===== config.mk =====
export PLATFORM = sky130hd
export DESIGN_NAME = skid_buf
export DESIGN_NICKNAME = d
export VERILOG_FILES = /design/src/rtl/skid_buf.sv
export SDC_FILE = /design/constraint.sdc
export NUM_CORES = 1
export LEC_CHECK = 0
export ABC_CLOCK_PERIOD_IN_PS = 2300
export CORE_AREA = 10 10 47 49
export DETAILED_ROUTE_END_ITERATION = 6
export DIE_AREA = 0 0 57 59
export HOLD_SLACK_MARGIN = 0.05
export PLACE_DENSITY = 0.47
export SLEW_MARGIN = 20
export SYNTH_ARGS = -nofsm -noshare
export SYNTH_HDL_FRONTEND = slang
export SYNTH_SLANG_ARGS = --single-unit

===== constraint.sdc =====
create_clock -name CLK -period 2.3 [get_ports CLK]
set_input_delay 0.345 -clock CLK [delete_from_list [all_inputs] [get_ports CLK]]
set_output_delay 0.345 -clock CLK [all_outputs]
set_load 0.01 [all_outputs]

===== src/rtl/skid_buf.sv =====
// skid_buf: two-entry registered valid/ready pipeline stage (skid buffer).
// Cuts both the forward (valid/data) and backward (ready) timing paths while
// sustaining one transfer per cycle.
//
// Parameters:
//   DW       data width in bits
// Ports:
//   CLK      clock, all state updates on posedge
//   RST      synchronous reset, active-high
//   FLUSH    synchronous discard of all buffered entries
//   I_VALID  upstream has data on I_DATA
//   I_READY  buffer accepts a transfer this cycle (skid register empty, low in RST)
//   I_DATA   upstream data
//   O_VALID  O_DATA holds a valid entry (registered)
//   O_READY  downstream accepts this cycle
//   O_DATA   head entry data (registered)
module skid_buf #(
    parameter int unsigned DW = 1
) (
    input  logic          CLK,
    input  logic          RST,
    input  logic          FLUSH,
    input  logic          I_VALID,
    output logic          I_READY,
    input  logic [DW-1:0] I_DATA,
    output logic          O_VALID,
    input  logic          O_READY,
    output logic [DW-1:0] O_DATA
);

    // State encoding is {skid_vld, main_vld}; 2'b10 is unreachable.
    typedef enum logic [1:0] {
        EMPTY = 2'b00,
        BUSY  = 2'b01,
        FULL  = 2'b11
    } state_e;

    state_e        state_q, state_d;
    logic [DW-1:0] main_dat_q, main_dat_d;
    logic [DW-1:0] skid_dat_q, skid_dat_d;

    logic main_vld;
    logic skid_vld;
    logic in_xfer;
    logic out_xfer;

    assign main_vld = state_q[0];
    assign skid_vld = state_q[1];

    // Ready depends only on the skid register, never on O_READY.
    assign I_READY  = !skid_vld && !RST;
    assign O_VALID  = main_vld;
    assign O_DATA   = main_dat_q;

    assign in_xfer  = I_VALID && I_READY;
    assign out_xfer = main_vld && O_READY;

    // State register; only the valid bits are reset.
    always_ff @(posedge CLK) begin
        if (RST) begin
            state_q <= EMPTY;
        end else begin
            state_q <= state_d;
        end
    end

    // Data registers carry no reset; contents are don't-care while invalid.
    always_ff @(posedge CLK) begin
        main_dat_q <= main_dat_d;
        skid_dat_q <= skid_dat_d;
    end

    // Next-state and data-path steering.
    always_comb begin
        state_d    = state_q;
        main_dat_d = main_dat_q;
        skid_dat_d = skid_dat_q;

        case (state_q)
            EMPTY: begin
                if (in_xfer) begin
                    state_d    = BUSY;
                    main_dat_d = I_DATA;
                end
            end
            BUSY: begin
                if (in_xfer && out_xfer) begin
                    main_dat_d = I_DATA;
                end else if (in_xfer) begin
                    state_d    = FULL;
                    skid_dat_d = I_DATA;
                end else if (out_xfer) begin
                    state_d    = EMPTY;
                end
            end
            FULL: begin
                // Input is blocked here; draining main promotes the skid entry.
                if (out_xfer) begin
                    state_d    = BUSY;
                    main_dat_d = skid_dat_q;
                end
            end
            default: begin
                state_d = EMPTY;
            end
        endcase

        // Handshakes in the flush cycle complete but their data is dropped.
        if (FLUSH) begin
            state_d = EMPTY;
        end
    end

`ifdef NCPU_ENABLE_ASSERT
    // Simulation-only guard against the unreachable skid-without-main state.
    always_ff @(posedge CLK) begin
        if (!RST && state_q == 2'b10) begin
            $fatal(1, "skid_buf: unreachable state 2'b10 entered");
        end
    end

`ifdef NCPU_CHECK_X
    // Simulation-only X checks on handshake controls and accepted data.
    always_ff @(posedge CLK) begin
        if (!RST && ($isunknown(I_VALID) || $isunknown(O_READY))) begin
            $fatal(1, "skid_buf: X on I_VALID or O_READY");
        end
        if (!RST && I_VALID && I_READY && $isunknown(I_DATA)) begin
            $fatal(1, "skid_buf: X on I_DATA during input transfer");
        end
    end
`endif
`endif

endmodule


==> summary.md <==
| Metric | Value |
|---|---|
| Post-CTS Setup Bufs | 0 |
| Pwr Total | roughly 0.22 mW |
| Min-Delay Path Class | reg -> reg |
| Leading post-synthesis cells by cell area | edfxtp_1, ha_1, dfxtp_1, a21oi_1, nand3_1 |
| Post-synth top area cell | edfxtp_1 |
| Vias in the first global route | between 200 and 300 |
| CTS Root Cell | clkbuf_4 |
| Worst EP required | 1.96 ns |
| GRT Overall Usage | ~5.2% |
| Top FF cell, synth | edfxtp_1 |
| Final Max Tran Viols | 0 |
| Core Util, Final | 30.4% |
| Fmax | 543 MHz |
| Post-synth EDFFs | 2 |
| GPL Wtd Cong | 0.768 |
| Startpoint Class | input port |
| Unrepaired setup endpoints after global routing | no |
| Syn nets | 40 |
| Die Height | 59 um |
| Most frequent cells in the layout | clkdlybuf4s50_1, ha_1, nand3_1, a21oi_1, clkbuf_4 |
| Peak supply drop | 146 uV |
| Vias | between 200 and 300 |
| Cts hold-fix bufs | 0 |
| Area Growth Syn to Fin | 42.3% |
| Pre-CTS setup slack | approximately 0.35 ns |
| Commonest non-fill, non-tap cell in the layout | clkdlybuf4s50_1 |
| Layout cells sized above 1 | 21.4% |
| Routed WL per cell | approximately 13 um |
| Synthesized flop and latch total | 4 |
| Final Hold Viols | 0 |
| PD cells | slightly above 500 mW/mm^2 |
| 1st-pass router iterations | 1 |
| Drt initial violations | 0 |
| Max cap viols | 0 |
| Post-route cell area | around 430 um^2 |
| Rel. slew slack | between 80% and 90% |
| CP Max Fanout | 4 |
| Sequential area share after synthesis | between 30% and 40% |
| Initial antenna violation count | 0 |
| Time the worst path needs with I/O delays and setup | between 1.5 and 2 ns |
| Final setup violation count | 0 |
| Final setup margin | approximately 0.46 ns |
| Average cell area after synthesis | 9.97 um^2 |
| Crit share post-route | between 80 and 90% |
| DP HPWL | 582 um |
| Residual DRC | 0 |
| CTS clk-pin slew, worst paths | 0.03 ns |
| Fraction of registers with async set/reset | 0% |
| # nets final | between 50 and 60 |
| Outcome | complete, no violations |
| CTS max path bufs | 2 |
| Synthesized cell area | 299 um^2 |
| Placement row count | 14 |
| Netlist cell types | 18 |
| CP most frequent cell | clkdlybuf4s50_1 |
| Data arrival, critical path | ~1.5 ns |
| Clk_lat worst skew | 0.24 ns |
| Starting Density | 21.3% |
| Cell area after placement | about 400 um^2 |
| Dpl cells | 54 |
| Port buffer count | 8 |
| TNS Setup | 0 ns |
| Skew final | ~0.010 ns |
| # IOs | 9 |
| Warnings, synthesis | 0 |
| TritonCTS clock tree | yes |
| CTS buffer count | 3 |
| Hold WS | roughly 0.56 ns |
| Post-cts gate resize count | 0 |
| Yosys top cell area share | approximately 20% |
| First-pass GRT wire length | around 1400 um |
| Crit Path Class | in -> out |
| Diodes inserted | 0 |
| Post-Syn Instances | 30 |
| Worst slew pin tran | between 0.2 and 0.3 ns |
| H-tree levels | 1 |
| Clock Sinks | 4 |
| Core area | ~0.0014 mm^2 |
| Worst Setup End Kind | primary output |
| Drt total wl | approximately 730 um |
| DR vias/cell | about 4.7 |
| Non-Filler Instances | 58 |
| Die Area | 0.00336 mm^2 |
| Lkg Pwr | 0.156 nW |
| Worst path slowest cell | clkdlybuf4s50_1 |
| Slowest cell delay on critical path | approximately 0.56 ns |
| Die width | about 57 um |
| Worst path cell trace | clkdlybuf4s50_1, nor2_1, clkdlybuf4s50_1 |
| Antenna-violating nets left | 0 |
| Largest net degree at the start of global routing | 9 |
| Grt total ovfl | 0 |
[path summary, 6_finish.rpt]
| check | startpoint | endpoint | slack, ns | cells past startpoint |
|---|---|---|---|---|
| setup / recovery | RST | I_READY | 0.46 | 3 |
| hold / removal | state_q[1]$_SDFFE_PP0P_ | state_q[1]$_SDFFE_PP0P_ | 0.56 | 2 |
| setup reg to reg | state_q[0]$_SDFFE_PP0P_ | O_DATA$_DFFE_PP_ | 0.76 | 4 |
| hold reg to reg | state_q[1]$_SDFFE_PP0P_ | state_q[1]$_SDFFE_PP0P_ | 0.56 | 2 |
[report_power, final]
part           leakage [nW]  switching (mW)  internal [mW]
clock network        0.0150          0.0300         0.0652
logic                 0.106          0.0164         0.0238
registers            0.0347         0.00249         0.0779
[worst max-delay path, delay by kind of cell]
family / cells / cell delay, ns
buffers and inverters: 2 / 1.01
and+or+nand+nor: 1 / 0.14
[cells by family after synthesis]
kind of cell	after synthesis	synth area share, %
and+or+nand+nor	11	20.9
DFF	4	33.5
AOI/OAI and AO/OA	7	19.2
buffers and inverters	2	2.51
adders and majority gates	4	16.7
muxes	2	7.11
[Yosys cell counts (2+ instances only)]
cell / instances
a21oi_1: 3
dfxtp_1: 2
edfxtp_1: 2
ha_1: 4
inv_1: 2
nand2_1: 2
nand3_1: 3
nor2_1: 2
[flip-flops by register name (all words and copies together) (netlist names)]
| signal | cells |
|---|---|
| skid_dat_q | 1 |
| state_q | 2 |
| O_DATA | 1 |
[final cells by class]
| cell class | count | area [um^2] |
|---|---|---|
| sequential | 4 | 100 |
| fill | 148 | 976 |
| multi-input combinational | 24 | 191 |
| timing repair buffer | 8 | 80.1 |
| inverter | 2 | 7.51 |
| tap | 16 | 20.0 |
| clock buffer | 4 | 26.3 |
[layer usage]
metal,vias up,part of all wire [%],global-route usage [%]
met1,122,46,5.82
met3,4,8.2,3.43
met4,0,4.7,5.03
met2,11,41,6.36
met5,-,0,0
li1,138,-,-
Note: power is estimated with default switching activity, not from simulation.
